File: src/rtl/recirc_return_buffer.sv
// rtl/recirc_return_buffer.sv - return-path buffer: captures Retorno words while inactive, re-injects them in order.
module recirc_return_buffer #(
  parameter int DATA_W = 32,
  parameter int DEPTH  = 8,
  parameter int ADDR_W = 3
) (
  input  logic              clk,
  input  logic              reset_L,
  input  logic              active,
  input  logic [DATA_W-1:0] data_in,
  input  logic              valid_in,
  input  logic [DATA_W-1:0] data_in_Retorno,
  input  logic              valid_in_Retorno,
  output logic [DATA_W-1:0] data_out,
  output logic              valid_out,
  output logic [ADDR_W:0]   count,
  output logic              full,
  output logic              empty,
  output logic              overflow
);

  typedef enum logic [1:0] {PASS, STORE, DRAIN} state_t;

  localparam logic [ADDR_W:0] FULL_CNT = (ADDR_W+1)'(DEPTH);

  state_t              state, state_n;
  logic [DATA_W-1:0]   mem [DEPTH];
  logic [ADDR_W-1:0]   rd_ptr, wr_ptr;
  logic                push_req, push, pop, drop;
  logic [DATA_W-1:0]   push_data;
  logic [DATA_W-1:0]   out_data;
  logic                out_valid;
  logic [ADDR_W:0]     count_n;

  always_comb begin
    state_n   = state;
    push_req  = 1'b0;
    push_data = data_in_Retorno;
    pop       = 1'b0;
    out_data  = data_out;
    out_valid = 1'b0;
    case (state)
      PASS: begin
        out_data  = data_in;
        out_valid = valid_in;
        if (!active) state_n = STORE;
      end
      STORE: begin
        push_req = valid_in_Retorno;
      end
      DRAIN: begin
        push_req  = valid_in;
        push_data = data_in;
        if (!active) begin
          state_n = STORE;
        end else begin
          pop       = 1'b1;
          out_data  = mem[rd_ptr];
          out_valid = 1'b1;
        end
      end
      default: state_n = PASS;
    endcase

    // A push into a full FIFO is only legal when the head leaves in the same cycle.
    push = push_req && (!full || pop);
    drop = push_req && full && !pop;

    case ({push, pop})
      2'b10:   count_n = count + (ADDR_W+1)'(1);
      2'b01:   count_n = count - (ADDR_W+1)'(1);
      default: count_n = count;
    endcase

    if (state == STORE && active) state_n = (count_n != '0) ? DRAIN : PASS;
    if (state == DRAIN && active && count_n == '0) state_n = PASS;
  end

  always_ff @(posedge clk) begin
    if (!reset_L) begin
      state     <= PASS;
      data_out  <= '0;
      valid_out <= 1'b0;
      rd_ptr    <= '0;
      wr_ptr    <= '0;
      count     <= '0;
      full      <= 1'b0;
      empty     <= 1'b1;
      overflow  <= 1'b0;
    end else begin
      state     <= state_n;
      data_out  <= out_data;
      valid_out <= out_valid;
      if (push) wr_ptr <= wr_ptr + ADDR_W'(1);
      if (pop)  rd_ptr <= rd_ptr + ADDR_W'(1);
      count     <= count_n;
      full      <= (count_n == FULL_CNT);
      empty     <= (count_n == '0);
      overflow  <= overflow | drop;
    end
  end

  always_ff @(posedge clk) begin
    if (push) mem[wr_ptr] <= push_data;
  end

endmodule

File: config.mk
export PLATFORM = sky130hd
export DESIGN_NAME = recirc_return_buffer
export DESIGN_NICKNAME = d
export VERILOG_FILES = /design/src/rtl/recirc_return_buffer.sv
export SDC_FILE = /design/constraint.sdc
export NUM_CORES = 1
export LEC_CHECK = 0
export ABC_CLOCK_PERIOD_IN_PS = 4800
export CAP_MARGIN = 20
export CORE_MARGIN = 4
export CORE_UTILIZATION = 52
export DETAILED_ROUTE_END_ITERATION = 8
export PLACE_DENSITY = 0.76
export SYNTH_ARGS = -nofsm -noshare
export SYNTH_HDL_FRONTEND = slang
export SYNTH_SLANG_ARGS = --single-unit
export TNS_END_PERCENT = 10
File: constraint.sdc
create_clock -name clk -period 4.8 [get_ports clk]
set_input_delay 0.96 -clock clk [delete_from_list [all_inputs] [get_ports clk]]
set_output_delay 0.96 -clock clk [all_outputs]
set_load 0.1 [all_outputs]
-- Yosys cells after proc, flatten, opt, wreduce, memory -nomap -nowiden
Memory sizes are Yosys's and may differ from the RTL's. A register that Yosys moved wholly into a read port is not among the register bits.
Index checks and enable logic that the tools add are counted.
Widths: inputs -> output; s select.
- add/sub/neg operators: 4
- equal/unequal tests: 8
- multiplexer cells: 16
- bitwise operators: 2
- reduce and logical (&&, ||, !) cells: 17
- operators with widths (cell ; count):
    $mux 32 ; 2
    $pmux 32 s2 ; 1
    $pmux 4 s2 ; 1
    $add 3x1->3 const B ; 2
    $logic_and 1x1->1 ; 6
    $mux 2 ; 3
    $mux 3 ; 2
    $add 4x1->4 const B ; 1
    $eq 2x1->1 const B ; 2
    $eq 2x2->1 const B ; 2
    $eq 4x4->1 const B ; 1
    $logic_not 4->1 ; 1
    $mux 1 ; 4
    $pmux 1 s2 ; 2
    $pmux 2 s2 ; 1
    $reduce_and 2->1 ; 2
    $reduce_bool 4->1 ; 1
    $reduce_or 2->1 ; 2
    $sub 4x1->4 const B ; 1
    $ne 3x2->1 const B ; 1
    $logic_not 1->1 ; 2
    $logic_not 2->1 ; 1
    $ne 2x1->1 const B ; 1
    $ne 2x2->1 const B ; 1
    4 further kinds ; 4
- flip-flop bits (word level): 48
- RAM bits: 256
- input port bits: 69
- output and inout bits: 40
- logic and storage cells: 57
- memories: 1
- memory list (memory ; words ; bits a word ; read ports ; clocked after Yosys merged registers in ; wr ports ; line ; source):
    mem ; 8 ; 32 ; 1 ; 1 ; 1 ; 27 ; logic [DATA_W-1:0] mem [DEPTH];

-- Longest topological paths before layout
- word-level depth: 9
- mapped depth: 13
- depth with buffers taken out: 13

-- Worst setup path before layout
No wires, ideal clock.
- path kind: input port to flip-flop
- start point: input port active
- end point: memory mem[0][0] (enable)
- library setup time: 0.501 ns
- arrival time: 4.623 ns
- required time: 4.299 ns
- setup slack: -0.324 ns
- cell stages on the path: 4
- path buffers: 0
- cells stage by stage: nand2_2 > a211oi_4 > inv_2 > nor4_1
- cells in the longest elaborated chain, start to end: 6
- RTL lines (what ; line ; source):
    start: declaration ; 9 ; input logic active,
    $mux 1 ; 54 ; if (!active) begin
    $mux 1 ; 42 ; case (state)
    $logic_or 1x1->1 ; 66 ; push = push_req && (!full || pop);
    $logic_and 1x1->1 ; 66 ;
    $mux 1 ; 104 ; if (push) mem[wr_ptr] <= push_data;
    $mux 1 (implied by the code) ; 104 ;
    end: declaration ; 27 ;
Every way passes these cells.

-- Worst setup path after layout
- start point: input port active
- end point: register state[0]
- cells in the longest elaborated chain, start to end: 9
- elaborated cells on any way between the ends: 16
- those cells by class: eq/ne (4); mux (4); reduce/logical (8)
- RTL lines (what ; line ; source):
    $mux 1 ; 54 ;
    $mux 1 ; 42 ;
    $logic_or 1x1->1 ; 66 ;
    $logic_and 1x1->1 ; 66 ;
    $eq 2x1->1 or $eq 2x2->1 (tied branches) ; 69 ; case ({push, pop})
    $pmux 4 s2 ; 69 ;
    $logic_not 4->1 ; 76 ; if (state == DRAIN && active && count_n == '0) state_n = PASS;
    $logic_and 1x1->1 ; 76 ;
    $reduce_or 2->1 (no line) ; -- ;
    end signal: assignment ; 91 ; state <= state_n;
    end: declaration ; 26 ; state_t state, state_n;
Several ways; a longest one is shown, not always the timed one.
A chain may end at the register's enable or synchronous reset.

==> impl_metrics.ini <==
[logic_synthesis]
syn_inst = 665
syn-cell-area_um2 = 12320
yosysWarnings = 0
syn_avg_cell_area_um2 = 18.52
synth_nets = 742
synth_edf_count = 256
ys_types = 38
yosysSeqAreaShare = 0.7071
ys.flop_type = edfxtp_1
async_flop_share = 0
ys_seq_elements = 307

[worst_setup_path]
crit_path_end_kind = register
critPathLaunchType = input port
critPathMaxStageDelay_ns = 0.49
cp_data_required_time_ns = 5.23
crit_path_start = active
endpoint = state[0]$_SDFFE_PP0P_
path_cells = clkdlybuf4s50_1 -> nand2_2 -> a211oi_4 -> inv_2 -> ha_1 -> xor2_1 -> ha_1 -> a21oi_1 -> mux2i_1 -> xor2_1 -> nand2_1 -> o311a_1
reg2reg_depth = 13
r2r_slack_ns = 1.45
worstPathMaxFanout = 8
r2r_end = state[0]$_SDFFE_PP0P_
critPathArrivalTime_ns = 3.97
cpMaxStageDelayCell = clkdlybuf4s50_1
crit_type = input port to register
worstReg2RegStart = state[1]$_SDFFE_PP0P_

[timing]
tightest_slew_ns = 0.9996
rsz0062_at_grt = false
max_freq_ghz = 0.2822
period_minus_slack_ns = 3.544
hold_violations = 0
setup_viol = 0
setup_tns_ns = 0
post-route-period-util = 0.7383
finalClockSkew_ns = 0.02097
slew_headroom = 0.3315
report.final.slew_viol_count = 0
whs_ns = 0.4966

[drt]
wl_per_cell_um = 22.98
drc = 0
firstDrtPassIters = 5
ant_nets = 0
dr_wl_met3_um = 1668
top_layer_used = met4
vias = 6608
drtIter0Drc = 525
via_per_inst = 5.863
finalWirelength_um = 25900
wl_met1_um = 10430
met2WireLength_um = 13440

[min_path]
hold_class = register to register

[final_layout]
layout-drive-gt1-share = 0.2252
fillers = 1647
num_antenna_cells = 0
final_cell_mix = 256 x edfxtp_1, 107 x clkdlybuf4s50_1, 64 x mux4_2
layout_commonest_cell = edfxtp_1
fin_area_um2 = 14760
syn_to_final_growth_pct = 19.84
nets = 862
final_util = 0.6307

[clocking]
clock-sinks = 307
post-cts-setup-buffers = 0
ctsResizeCount = 0
htree_levels = 1
cts_hold_buf = 0
clk_pin_slew_ns = 0.06
clk_latency_ns = 0.54
cts_tree = done
cts_root_buf = clkbuf_16
clockBufferDepth = 3
cts_buffers = 29

[power_and_ir_drop]
swShare = 0.2331
switching_power_mw = 1.304
power_leakage_nw = 4.613
p_int_mw = 4.289
comb_power_share = 0.090
ir_drop_mv = 0.2763
p_seq_frac = 0.527
total_power_mw = 5.594
power_density_nw_per_um2 = 379.0
p_clk_frac = 0.383

[die]
dieArea_um2 = 26210
initial_core_util = 0.5263
die_w_um = 161.9
die_y_um = 161.9
row_count = 56
core_area_um2 = 23400
io_pins = 109

[global_route]
grt_overflow = 0
grt_use_total = 0.1988
grt_pass1_wl_um = 40770
antenna_found_initial = 0
first_global_vias = 7042
grt_max_degree = 50

[placed_design]
gp_congestion = 0.7527
placement.io_buffers = 108
dp_hpwl_um = 15580
placed_cell_area_um2 = 13820

[run_status]
status = finished, final reports clean

[run]
maxCapViolations = 0
## routing by layer
metal | vias to the layer above | GRT usage
li1 | 2945 | -
met1 | 3397 | 0.2712
met2 | 233 | 0.3487
met3 | 33 | 0.02537
met4 | 0 | 0.04229
met5 | - | 0
## registers in the layout, summed over array words and instances (netlist names), named ones only
register   count
mem          256
state          2
data_out      32
empty          1
count          4
overflow       1
rd_ptr         3
full           1
valid_out      1
wr_ptr         3
## power groups by stage
stage	registers, mW	logic (mW)	clock network (mW)
after global placement	3.00	0.490	0
final	2.95	0.504	2.14
after global routing	2.95	0.527	2.32
after floorplan	3.21	0.125	0
after detailed placement	3.00	0.504	0
after CTS	2.94	0.505	2.18
## worst min path at each step
stage,start,end,slack [ns],cells past startpoint
after floorplan,rd_ptr[1]$_SDFFE_PN0P_,register,0.45,2
after global placement,rd_ptr[1]$_SDFFE_PN0P_,register,0.46,2
after detailed placement,rd_ptr[1]$_SDFFE_PN0P_,register,0.48,2
after CTS,rd_ptr[1]$_SDFFE_PN0P_,register,0.49,2
after global routing,rd_ptr[1]$_SDFFE_PN0P_,register,0.53,2
final,rd_ptr[1]$_SDFFE_PN0P_,register,0.50,2
## synthesized netlist by cell type (2+ instances only)
cell type,number,share of area
clkbuf_1,17,0.0052
edfxtp_1,256,0.62
nand2_1,12,0.0037
nor3b_1,3,0.0018
buf_4,8,0.0049
ha_1,8,0.0081
mux2i_1,34,0.028
nand2_2,2,0.0010
nand2b_1,35,0.018
o221ai_1,32,0.023
dfxtp_1,51,0.083
a21oi_1,6,0.0024
mux2_2,32,0.029
buf_1,6,0.0018
o21ai_0,3,0.0012
nor3_1,3,0.0012
a31oi_1,34,0.017
nor2_1,15,0.0046
nor2b_1,6,0.0030
xor2_1,6,0.0043
mux4_2,64,0.12
buf_2,12,0.0049
inv_1,5,0.0015
## critical path, delay by kind of cell
| family | cells | cell delay, ns |
|---|---|---|
| AO/OA/AOI/OAI | 3 | 0.87 |
| buffers and inverters | 2 | 0.65 |
| adder cells (fa/ha/maj) | 2 | 0.50 |
| XOR/XNOR | 2 | 0.43 |
| AND/OR/NAND/NOR | 2 | 0.31 |
| multiplexers | 1 | 0.24 |
## metrics by stage
step                      instances  worst slack (ns)
after detailed placement       1071            0.7436
final                          1127             1.256
after global placement         1071            0.8528
after global routing           1127             1.110
after floorplan                 665            0.3170
after CTS                      1125             1.295
## area by class of cell
cell class | count | area, um2 | share of cell area
well taps | 319 | 399.1 | 0.02704
flip-flops and latches | 307 | 8715 | 0.5905
clock buffers | 36 | 752.0 | 0.05095
multi-input cells | 309 | 3440 | 0.2330
clock inverters | 18 | 142.6 | 0.009664
repair buffers | 132 | 1289 | 0.08732
inverters | 6 | 22.52 | 0.001526
## kinds of logic (layout without fill, tap and decap cells)
kind of cell | Yosys count | in the layout | share of synthesized area
AO/OA/AOI/OAI | 82 | 82 | 0.04988
XOR/XNOR | 7 | 7 | 0.004978
adder cells (fa/ha/maj) | 8 | 8 | 0.008128
buffers and inverters | 49 | 192 | 0.01859
flip-flops | 307 | 307 | 0.7071
multiplexers | 130 | 130 | 0.1739
AND/OR/NAND/NOR | 82 | 82 | 0.03739
Note: power is estimated with default switching activity, not from simulation.
